**config.mk**
```make
export PLATFORM = sky130hd
export DESIGN_NAME = pattern_scan_ctrl_flat
export DESIGN_NICKNAME = d
export VERILOG_FILES = /design/src/rtl/pattern_scan_ctrl_if.sv /design/src/rtl/pattern_scan_ctrl.sv /design/src/flat_wrapper.sv
export SDC_FILE = /design/constraint.sdc
export NUM_CORES = 1
export LEC_CHECK = 0
export ABC_AREA = 1
export CAP_MARGIN = 25
export CORE_UTILIZATION = 50
export CTS_CLUSTER_DIAMETER = 30
export DETAILED_ROUTE_END_ITERATION = 10
export PLACE_DENSITY_LB_ADDON = 0.05
export SYNTH_ARGS = -nofsm -noshare
export SYNTH_HDL_FRONTEND = slang
export SYNTH_SLANG_ARGS = --single-unit
```
**constraint.sdc**
```tcl
create_clock -name clk -period 6.5 [get_ports clk]
set_clock_uncertainty 0.2 [all_clocks]
set_input_delay 0.975 -clock clk [delete_from_list [all_inputs] [get_ports clk]]
set_output_delay 0.975 -clock clk [all_outputs]
set_load 0.01 [all_outputs]
```
**src/rtl/pattern_scan_ctrl_if.sv**
```systemverilog
// Word-source handshake for pattern_scan_ctrl: valid/ready with a parallel data word.
interface pattern_scan_ctrl_if #(
  parameter int unsigned DATA_W = 8
);
  logic              in_valid;
  logic [DATA_W-1:0] in_data;
  logic              in_ready;

  modport master (output in_valid, output in_data, input in_ready);
  modport slave  (input in_valid, input in_data, output in_ready);
endinterface

```
**src/rtl/pattern_scan_ctrl.sv**
```systemverilog
// Serialises accepted words MSB first into a programmable pattern detector and
// keeps per-word and saturating running match counts.
module pattern_scan_ctrl #(
  parameter int unsigned       DATA_W  = 8,
  parameter int unsigned       PAT_W   = 8,
  parameter int unsigned       CNT_W   = 8,
  parameter logic [PAT_W-1:0]  DEF_PAT = PAT_W'('h13),
  parameter int unsigned       DEF_LEN = 5
) (
  input  logic                  clk,
  input  logic                  reset_n,
  input  logic                  cfg_we,
  input  logic [PAT_W-1:0]      cfg_pattern,
  input  logic [$clog2(PAT_W):0] cfg_len,
  output logic                  cfg_busy,
  pattern_scan_ctrl_if.slave    in_if,
  output logic                  bit_out,
  output logic                  bit_valid,
  output logic                  match,
  output logic                  word_done,
  output logic [CNT_W-1:0]      word_matches,
  output logic [CNT_W-1:0]      total_matches,
  input  logic                  clr_total
);

  localparam int unsigned LEN_W = $clog2(PAT_W) + 1;
  localparam int unsigned IDX_W = (DATA_W > 1) ? $clog2(DATA_W) : 1;

  typedef enum logic [1:0] {StIdle, StShift, StDone} state_e;

  state_e             state_q;
  logic [PAT_W-1:0]   pat_q;
  logic [LEN_W-1:0]   len_q;
  logic [PAT_W-2:0]   hist_q;
  logic [LEN_W-1:0]   fill_q;
  logic [DATA_W-1:0]  shreg_q;
  logic [IDX_W-1:0]   idx_q;
  logic [CNT_W-1:0]   word_cnt_q;
  logic [CNT_W-1:0]   word_matches_q;
  logic [CNT_W-1:0]   total_q;

  logic [LEN_W-1:0]   len_eff;
  logic [PAT_W-1:0]   window;
  logic [PAT_W-1:0]   mask;
  logic               fill_ok;

  assign bit_valid     = (state_q == StShift);
  assign bit_out       = bit_valid & shreg_q[DATA_W-1];
  assign word_done     = (state_q == StDone);
  assign cfg_busy      = (state_q != StIdle);
  assign in_if.in_ready = (state_q == StIdle) & ~cfg_we;
  assign word_matches  = word_matches_q;
  assign total_matches = total_q;

  // Window bit 0 is the bit on the wire now; higher bits are progressively older history.
  assign len_eff = (len_q > LEN_W'(PAT_W)) ? LEN_W'(PAT_W) : len_q;
  assign window  = {hist_q, bit_out};
  assign fill_ok = ({1'b0, fill_q} + (LEN_W + 1)'(1)) >= {1'b0, len_eff};

  always_comb begin
    mask = '0;
    for (int i = 0; i < int'(PAT_W); i++) begin
      mask[i] = (LEN_W'(i) < len_eff);
    end
  end

  assign match = bit_valid & (len_eff != '0) & fill_ok & (((window ^ pat_q) & mask) == '0);

  always_ff @(posedge clk or negedge reset_n) begin
    if (!reset_n) begin
      state_q        <= StIdle;
      pat_q          <= DEF_PAT;
      len_q          <= LEN_W'(DEF_LEN);
      hist_q         <= '0;
      fill_q         <= '0;
      shreg_q        <= '0;
      idx_q          <= '0;
      word_cnt_q     <= '0;
      word_matches_q <= '0;
      total_q        <= '0;
    end else begin
      // A coincident clear drops the match it lands on.
      if (clr_total) begin
        total_q <= '0;
      end else if (match && (total_q != '1)) begin
        total_q <= total_q + CNT_W'(1);
      end

      case (state_q)
        StIdle: begin
          if (cfg_we) begin
            pat_q  <= cfg_pattern;
            len_q  <= cfg_len;
            hist_q <= '0;
            fill_q <= '0;
          end else if (in_if.in_valid) begin
            shreg_q    <= in_if.in_data;
            idx_q      <= '0;
            word_cnt_q <= '0;
            state_q    <= StShift;
          end
        end
        StShift: begin
          shreg_q <= shreg_q << 1;
          hist_q  <= window[PAT_W-2:0];
          if (fill_q != LEN_W'(PAT_W)) begin
            fill_q <= fill_q + LEN_W'(1);
          end
          if (match) begin
            word_cnt_q <= word_cnt_q + CNT_W'(1);
          end
          if (idx_q == IDX_W'(DATA_W - 1)) begin
            // Loaded on entry to DONE so the count is visible alongside word_done.
            word_matches_q <= word_cnt_q + CNT_W'(match);
            state_q        <= StDone;
          end else begin
            idx_q <= idx_q + IDX_W'(1);
          end
        end
        StDone: begin
          state_q <= StIdle;
        end
        default: begin
          state_q <= StIdle;
        end
      endcase
    end
  end

endmodule

```
**src/flat_wrapper.sv**
```systemverilog
// flat-port wrapper written by rule: the top's interface ports become plain ports
module pattern_scan_ctrl_flat 
#(
  parameter int unsigned       DATA_W  = 8,
  parameter int unsigned       PAT_W   = 8,
  parameter int unsigned       CNT_W   = 8,
  parameter logic [PAT_W-1:0]  DEF_PAT = PAT_W'('h13),
  parameter int unsigned       DEF_LEN = 5
)
  (clk, reset_n, cfg_we, cfg_pattern, cfg_len, cfg_busy, bit_out, bit_valid, match, word_done, word_matches, total_matches, clr_total, in_if_in_valid, in_if_in_data, in_if_in_ready);
  pattern_scan_ctrl_if #(.DATA_W(DATA_W)) in_if_i ();
  input  logic clk;
  input  logic reset_n;
  input  logic cfg_we;
  input  logic [PAT_W-1:0] cfg_pattern;
  input  logic [$clog2(PAT_W):0] cfg_len;
  output logic cfg_busy;
  output logic bit_out;
  output logic bit_valid;
  output logic match;
  output logic word_done;
  output logic [CNT_W-1:0] word_matches;
  output logic [CNT_W-1:0] total_matches;
  input  logic clr_total;
  input wire logic [$bits(in_if_i.in_valid)-1:0] in_if_in_valid;
  input wire logic [$bits(in_if_i.in_data)-1:0] in_if_in_data;
  output wire logic [$bits(in_if_i.in_ready)-1:0] in_if_in_ready;
  assign in_if_i.in_valid = in_if_in_valid;
  assign in_if_i.in_data = in_if_in_data;
  assign in_if_in_ready = in_if_i.in_ready;
  pattern_scan_ctrl #(.DATA_W(DATA_W), .PAT_W(PAT_W), .CNT_W(CNT_W), .DEF_PAT(DEF_PAT), .DEF_LEN(DEF_LEN)) u_core (.clk(clk), .reset_n(reset_n), .cfg_we(cfg_we), .cfg_pattern(cfg_pattern), .cfg_len(cfg_len), .cfg_busy(cfg_busy), .in_if(in_if_i), .bit_out(bit_out), .bit_valid(bit_valid), .match(match), .word_done(word_done), .word_matches(word_matches), .total_matches(total_matches), .clr_total(clr_total));
endmodule
```
### After elaboration in Yosys (flattened, before gate mapping)

Index checks and enable logic that the tools add are counted.

| cells by class | value |
|---|---|
| reduce and logical (&&, ||, !) cells | 15 |
| shifts and indexed selects | 0 |
| $add $sub $neg | 6 |
| multiply operators | 0 |
| $lt $le $gt $ge | 10 |
| eq/ne operators | 12 |
| bitwise logic cells | 8 |
| divide/modulo/power cells | 0 |
| multiplexer cells | 23 |

Operators by type and width:

| kind | count |
|---|---|
| 8-bit 2-to-1 mux | 7 |
| 8-bit case mux with 2 select lines | 2 |
| 8-bit by 1-bit adder with 8-bit output (second input constant) | 2 |
| 3-bit by 4-bit < comparator with 1-bit output (first input constant) | 4 |
| 2-bit inequality test (second input constant) | 7 |
| 7-bit case mux with 2 select lines | 1 |
| 4-bit 2-to-1 mux | 3 |
| 3-bit 2-to-1 mux | 3 |
| 3-bit AND reduction | 3 |
| 8-bit by 1-bit adder with 8-bit output | 1 |
| 8-bit bitwise AND | 1 |
| 8-bit logical NOT | 1 |
| 1-bit by 4-bit < comparator with 1-bit output (first input constant) | 2 |
| 2-bit by 4-bit < comparator with 1-bit output (first input constant) | 2 |
| 8-bit inequality test (second input constant) | 1 |
| 4-bit case mux with 2 select lines | 1 |
| 4-bit AND reduction | 2 |
| 8-bit bitwise XOR | 1 |
| 7-bit 2-to-1 mux | 1 |
| 2-bit 2-to-1 mux | 3 |
| 3-bit case mux with 2 select lines | 1 |
| 2-bit AND reduction | 3 |
| 2-bit nonzero test | 3 |
| 4-bit by 1-bit adder with 5-bit output (second input constant) | 1 |
| other kinds (14) | 18 |

| word-level totals | value |
|---|---|
| bits of input ports | 25 |
| ROM bits | 0 |
| register bits after elaboration | 60 |
| latch bits | 0 |
| logic and storage cells | 84 |
| output and inout port bits | 22 |
| bits in writable memories | 0 |
| memories | 0 |

### Depth between registers and ports, before layout

| logic depth | value |
|---|---|
| word-level depth | 9 |
| gate-level depth with buffers | 17 |
| depth with buffers taken out | 17 |

### Least setup slack after synthesis

OpenSTA, ideal clock, no wires.

| timing | value |
|---|---|
| kind | register -> register |
| start | register u_core.fill_q[0] |
| end | register u_core.word_matches_q[7] (netlist: u_core.word_matches[7]) |
| cell stages (with the launch flop) | 17 |
| path slack | 3.432 ns |
| required time | 6.236 ns |
| setup time | 0.064 ns |
| period minus slack after synthesis | 3.068 ns |
| path buffers | 0 |
| arrival | 2.804 ns |
| cell sequence | dfrtp_1 -> ha_1 -> xor2_1 -> ha_1 -> nand2_1 -> nor2_1 -> nand2_1 -> nand4_1 -> nand2_1 -> nor2_1 -> ha_1 -> nand3_1 -> nor3_1 -> nand2_1 -> or2_2 -> nand3_1 -> o21a_1 |

| on the way | value |
|---|---|
| cells in the longest elaborated chain, start to end | 5 |

Ends and longest elaborated chain:

| element | RTL line | RTL |
|---|---|---|
| start: declaration | pattern_scan_ctrl.sv:35 | `logic [LEN_W-1:0] fill_q;` |
| start signal: assignment | pattern_scan_ctrl.sv:107 | `fill_q <= fill_q + LEN_W'(1);` |
| 4-bit by 1-bit adder with 5-bit output | pattern_scan_ctrl.sv:58 | `assign fill_ok = ({1'b0, fill_q} + (LEN_W + 1)'(1)) >= {1'b0, len_eff};` |
| 5-bit by 4-bit >= comparator with 1-bit output | pattern_scan_ctrl.sv:58 |  |
| 1-bit bitwise AND (2 in a row) | pattern_scan_ctrl.sv:67 | `assign match = bit_valid & (len_eff != '0) & fill_ok & (((window ^ pat_q) & mask) == '0);` |
| named net match | flat_wrapper.sv:20 | `output logic match;` |
| 8-bit by 1-bit adder with 8-bit output | pattern_scan_ctrl.sv:114 | `word_matches_q <= word_cnt_q + CNT_W'(match);` |
| end signal: assignment | pattern_scan_ctrl.sv:114 |  |
| end: declaration | pattern_scan_ctrl.sv:39 | `logic [CNT_W-1:0] word_matches_q;` |

The timed path passes the listed nets, and every way through them passes these cells.
A chain may end at the register's enable or synchronous reset.

### Worst setup path after layout

| timing | value |
|---|---|
| start | register u_core.state_q[1] |
| end | output match |

| on the way | value |
|---|---|
| cells in the longest elaborated chain, start to end | 6 |
| elaborated cells between the ends (all ways) | 8 |
| those cells by class | eq/ne: 1; bitwise: 6; reduce/logical: 1 |

Ends and longest elaborated chain:

| element | RTL line | RTL |
|---|---|---|
| start: declaration | pattern_scan_ctrl.sv:31 | `state_e state_q;` |
| start signal: assignment | pattern_scan_ctrl.sv:71 | `state_q <= StIdle;` |
| start signal: assignment | pattern_scan_ctrl.sv:100 | `state_q <= StShift;` |
| start signal: assignment | pattern_scan_ctrl.sv:115 | `state_q <= StDone;` |
| 2-bit by 1-bit equality test with 1-bit output * | pattern_scan_ctrl.sv:47 | `assign bit_valid = (state_q == StShift);` |
| 1-bit bitwise AND | pattern_scan_ctrl.sv:48 | `assign bit_out = bit_valid & shreg_q[DATA_W-1];` |
| 8-bit bitwise XOR | pattern_scan_ctrl.sv:67 |  |
| 8-bit bitwise AND | pattern_scan_ctrl.sv:67 |  |
| 8-bit logical NOT | pattern_scan_ctrl.sv:67 |  |
| 1-bit bitwise AND * | pattern_scan_ctrl.sv:67 |  |
| end: declaration | flat_wrapper.sv:20 |  |

Every way passes the cells marked *; elsewhere a longest branch is shown, timed or not.

==> reports/qor.csv <==
metric,value,unit
outcome,"finished, violations left",
failed_checks,DRC,
cp.required,5.32,ns
grt_pass1_wl,12200,um
ys_types,37,
die-area,0.00707,sq mm
rsz0062_at_grt,false,
fin_ws,2.37,ns
syn_nets,454,
netSwitchingPower,0.719,mW
cpMostUsedCell,nand2_1,
vdd_drop_max,290,uV
synth_ff_type,dfrtp_1,
finalWirelength,6940,um
cp_slowest_cell,inv_1,
cpPeakStageDelay,0.67,ns
p_int,0.973,mW
synth_common_cells,"nand2_1, dfrtp_1, inv_1, nor2_1, nand3_1",
worstMarginPinSlew,0.844,ns
synth.ff_latch_count,60,
dr.first_iter.drc_count,123,
synth-edff-count,0,
overflow,0,
post_cts_resized,0,
area_delta_synth_final,19.8,%
cp_top_family,buffers and inverters,
grt_max_degree,61,
p_comb_share,46.9,%
core-area,0.00642,sq mm
drive_gt1_share,10.0,%
gr-usage-all-layers,22.1,%
min_path_type,reg2reg,
insertion_delay,0.34,ns
die_x,84.1,um
avgSynthCellArea,8.08,sq um
async_flop_share,100,%
p_leak,1.98,nW
cts_buffers,9,
yosys-top-cells-area,"dfrtp_1, nand2_1, nand3_1",
maxCapViolations,0,
crit_path_end_kind,output pin,
dp_hpwl,4890,um
cts_num_sinks,60,
syn_inst,417,
wl_per_cell,12.7,um
seqPwrFrac,35.6,%
path_cells,"inv_2, nand2_1, inv_1, nand2_1, inv_1, nand2_1, nor2_1, clkdlybuf4s50_1",
yosys.area.top_type,dfrtp_1,
yosysMostFrequentCell,nand2_1,
ys_warn_count,0,
finalNetCount,501,
swShare,42.5,%
vias,2795,
slew_headroom,43.6,%
crit_path_max_fanout,22,
tns,0,ns
cts_tree,done,
post_cts.repair.setup_buffers,0,
holdBufCountCts,0,
path_buf_inv,4,
preCtsSetupSlack,2.67,ns
num_antenna_cells,0,
fin_crit,4.13,ns
cts_root_buf,clkbuf_8,
fin_crit_sh,63.5,%
finalSetupViolations,0,
io_pins,47,
critPathLaunchType,flip-flop,
clkPwrFrac,17.5,%
netlist_area,0.00337,sq mm
initial_core_util,52.4,%
grt_pass1_vias,2641,
max_freq,242,MHz
clockBufferDepth,2,
antenna_found_initial,0,
cts_htree_levels,3,
arrival,2.95,ns
yosysSeqAreaShare,44.8,%
first_pass_iters,7,
place.gp.congestion,0.837,
synth_top_area_share,40.9,%
clk_pin_slew_worst_paths,0.06,ns
rows,29,
die_h,84.1,um
drc,6,
worstSetupPathType,reg2out,
port_buffers,46,
slew_violations,0,
hold_viol_final,0,
power_density,419,mW/mm^2
route.antenna.remaining_nets,0,
routed_via_density,5.13,
## through the flow
stage	hold WS [ns]	util, %	area, sq um	instances	total power [mW]
2_1_floorplan	0.260	-	3370	417	1.21
3_3_place_gp	0.264	60.2	3870	530	1.38
6_report	0.288	62.8	4040	545	1.69
5_1_grt	0.308	62.8	4040	545	1.85
4_1_cts	0.288	62.8	4040	545	1.71
3_5_place_dp	0.274	60.2	3870	530	1.41
## state kept, by name (all words and copies together), names as in the netlist
signal / cells
u_core.pat_q: 8
u_core.shreg_q: 8
u_core.total_matches: 8
u_core.word_cnt_q: 8
u_core.word_matches: 8
u_core.hist_q: 7
u_core.fill_q: 4
u_core.len_q: 4
u_core.idx_q: 3
u_core.state_q: 2
## layer usage
layer  up-vias  global-route usage, %  part of all wire, %
met5         -                      0                    0
met4         0                   8.46                  1.3
met3        10                   5.54                  4.3
met2        55                   33.5                   45
met1      1290                   30.4                   50
li1       1440                      -                    -
## path summary, 6_finish.rpt
kind,startpoint,end,slack [ns],cells past startpoint
worst max-delay path,u_core.state_q[1],match,2.37,8
worst min-delay path,u_core.pat_q[1],u_core.pat_q[1],0.29,2
worst max register to register,u_core.state_q[1],u_core.word_matches[7],3.02,14
worst min register to register,u_core.pat_q[1],u_core.pat_q[1],0.29,2
max in group asynchronous,reset_n,u_core.state_q[0],4.99,2
min in group asynchronous,reset_n,u_core.len_q[3],0.58,2
## layout by cell type, fill, tap and decap left out, types with 2 or more instances in the layout
cell type and count:
a21oi_1 15, a22o_1 2, clkbuf_1 2, clkbuf_8 11, clkdlybuf4s50_1 45, clkinv_2 2, dfrtp_1 55, dfstp_2 5
ha_1 12, inv_1 43, inv_2 3, mux2_2 2, nand2_1 106, nand2_2 4, nand2_4 3, nand3_1 42
nand3_2 6, nand4_1 5, nor2_1 43, nor2_2 2, nor2_4 3, nor3_1 3, nor3b_1 2, o211ai_1 5
o21ai_0 15, o22ai_1 5, o31ai_1 2, xnor2_1 3, xor2_1 13
## cell families (layout without fill, tap and decap cells)
family	Yosys count	count (layout)	synth area share, %
AOI/OAI and AO/OA	47	47	8.36
xor gates and xnor gates	16	16	4.16
adders and majority gates	12	12	4.46
buffers and inverters	59	110	7.21
DFF	60	60	44.8
muxes	2	2	0.669
and+or+nand+nor	221	221	30.4
## area by class of cell
cell class                 instances  area, sq um
fill                             579         2390
tap                               77         96.3
sequential                        60         1510
clock inverter                     2         10.0
multi-input combinational        298         1620
clock buffer                      13          159
timing repair buffer              47          463
inverter                          48          183
## power by group through the flow
stage / combinational, mW / clock, mW / sequential (mW)
after global routing: 0.906 / 0.322 / 0.619
after floorplan: 0.618 / 0 / 0.588
after CTS: 0.801 / 0.304 / 0.603
after detailed placement: 0.797 / 0 / 0.608
after global placement: 0.776 / 0 / 0.603
final: 0.793 / 0.296 / 0.603
## worst min-delay path: stages, from the launching register on
cell	delay (ns)
dfstp_2	0.37
inv_1	0.06
a21oi_1	0.06
Note: power is estimated with default switching activity, not from simulation.
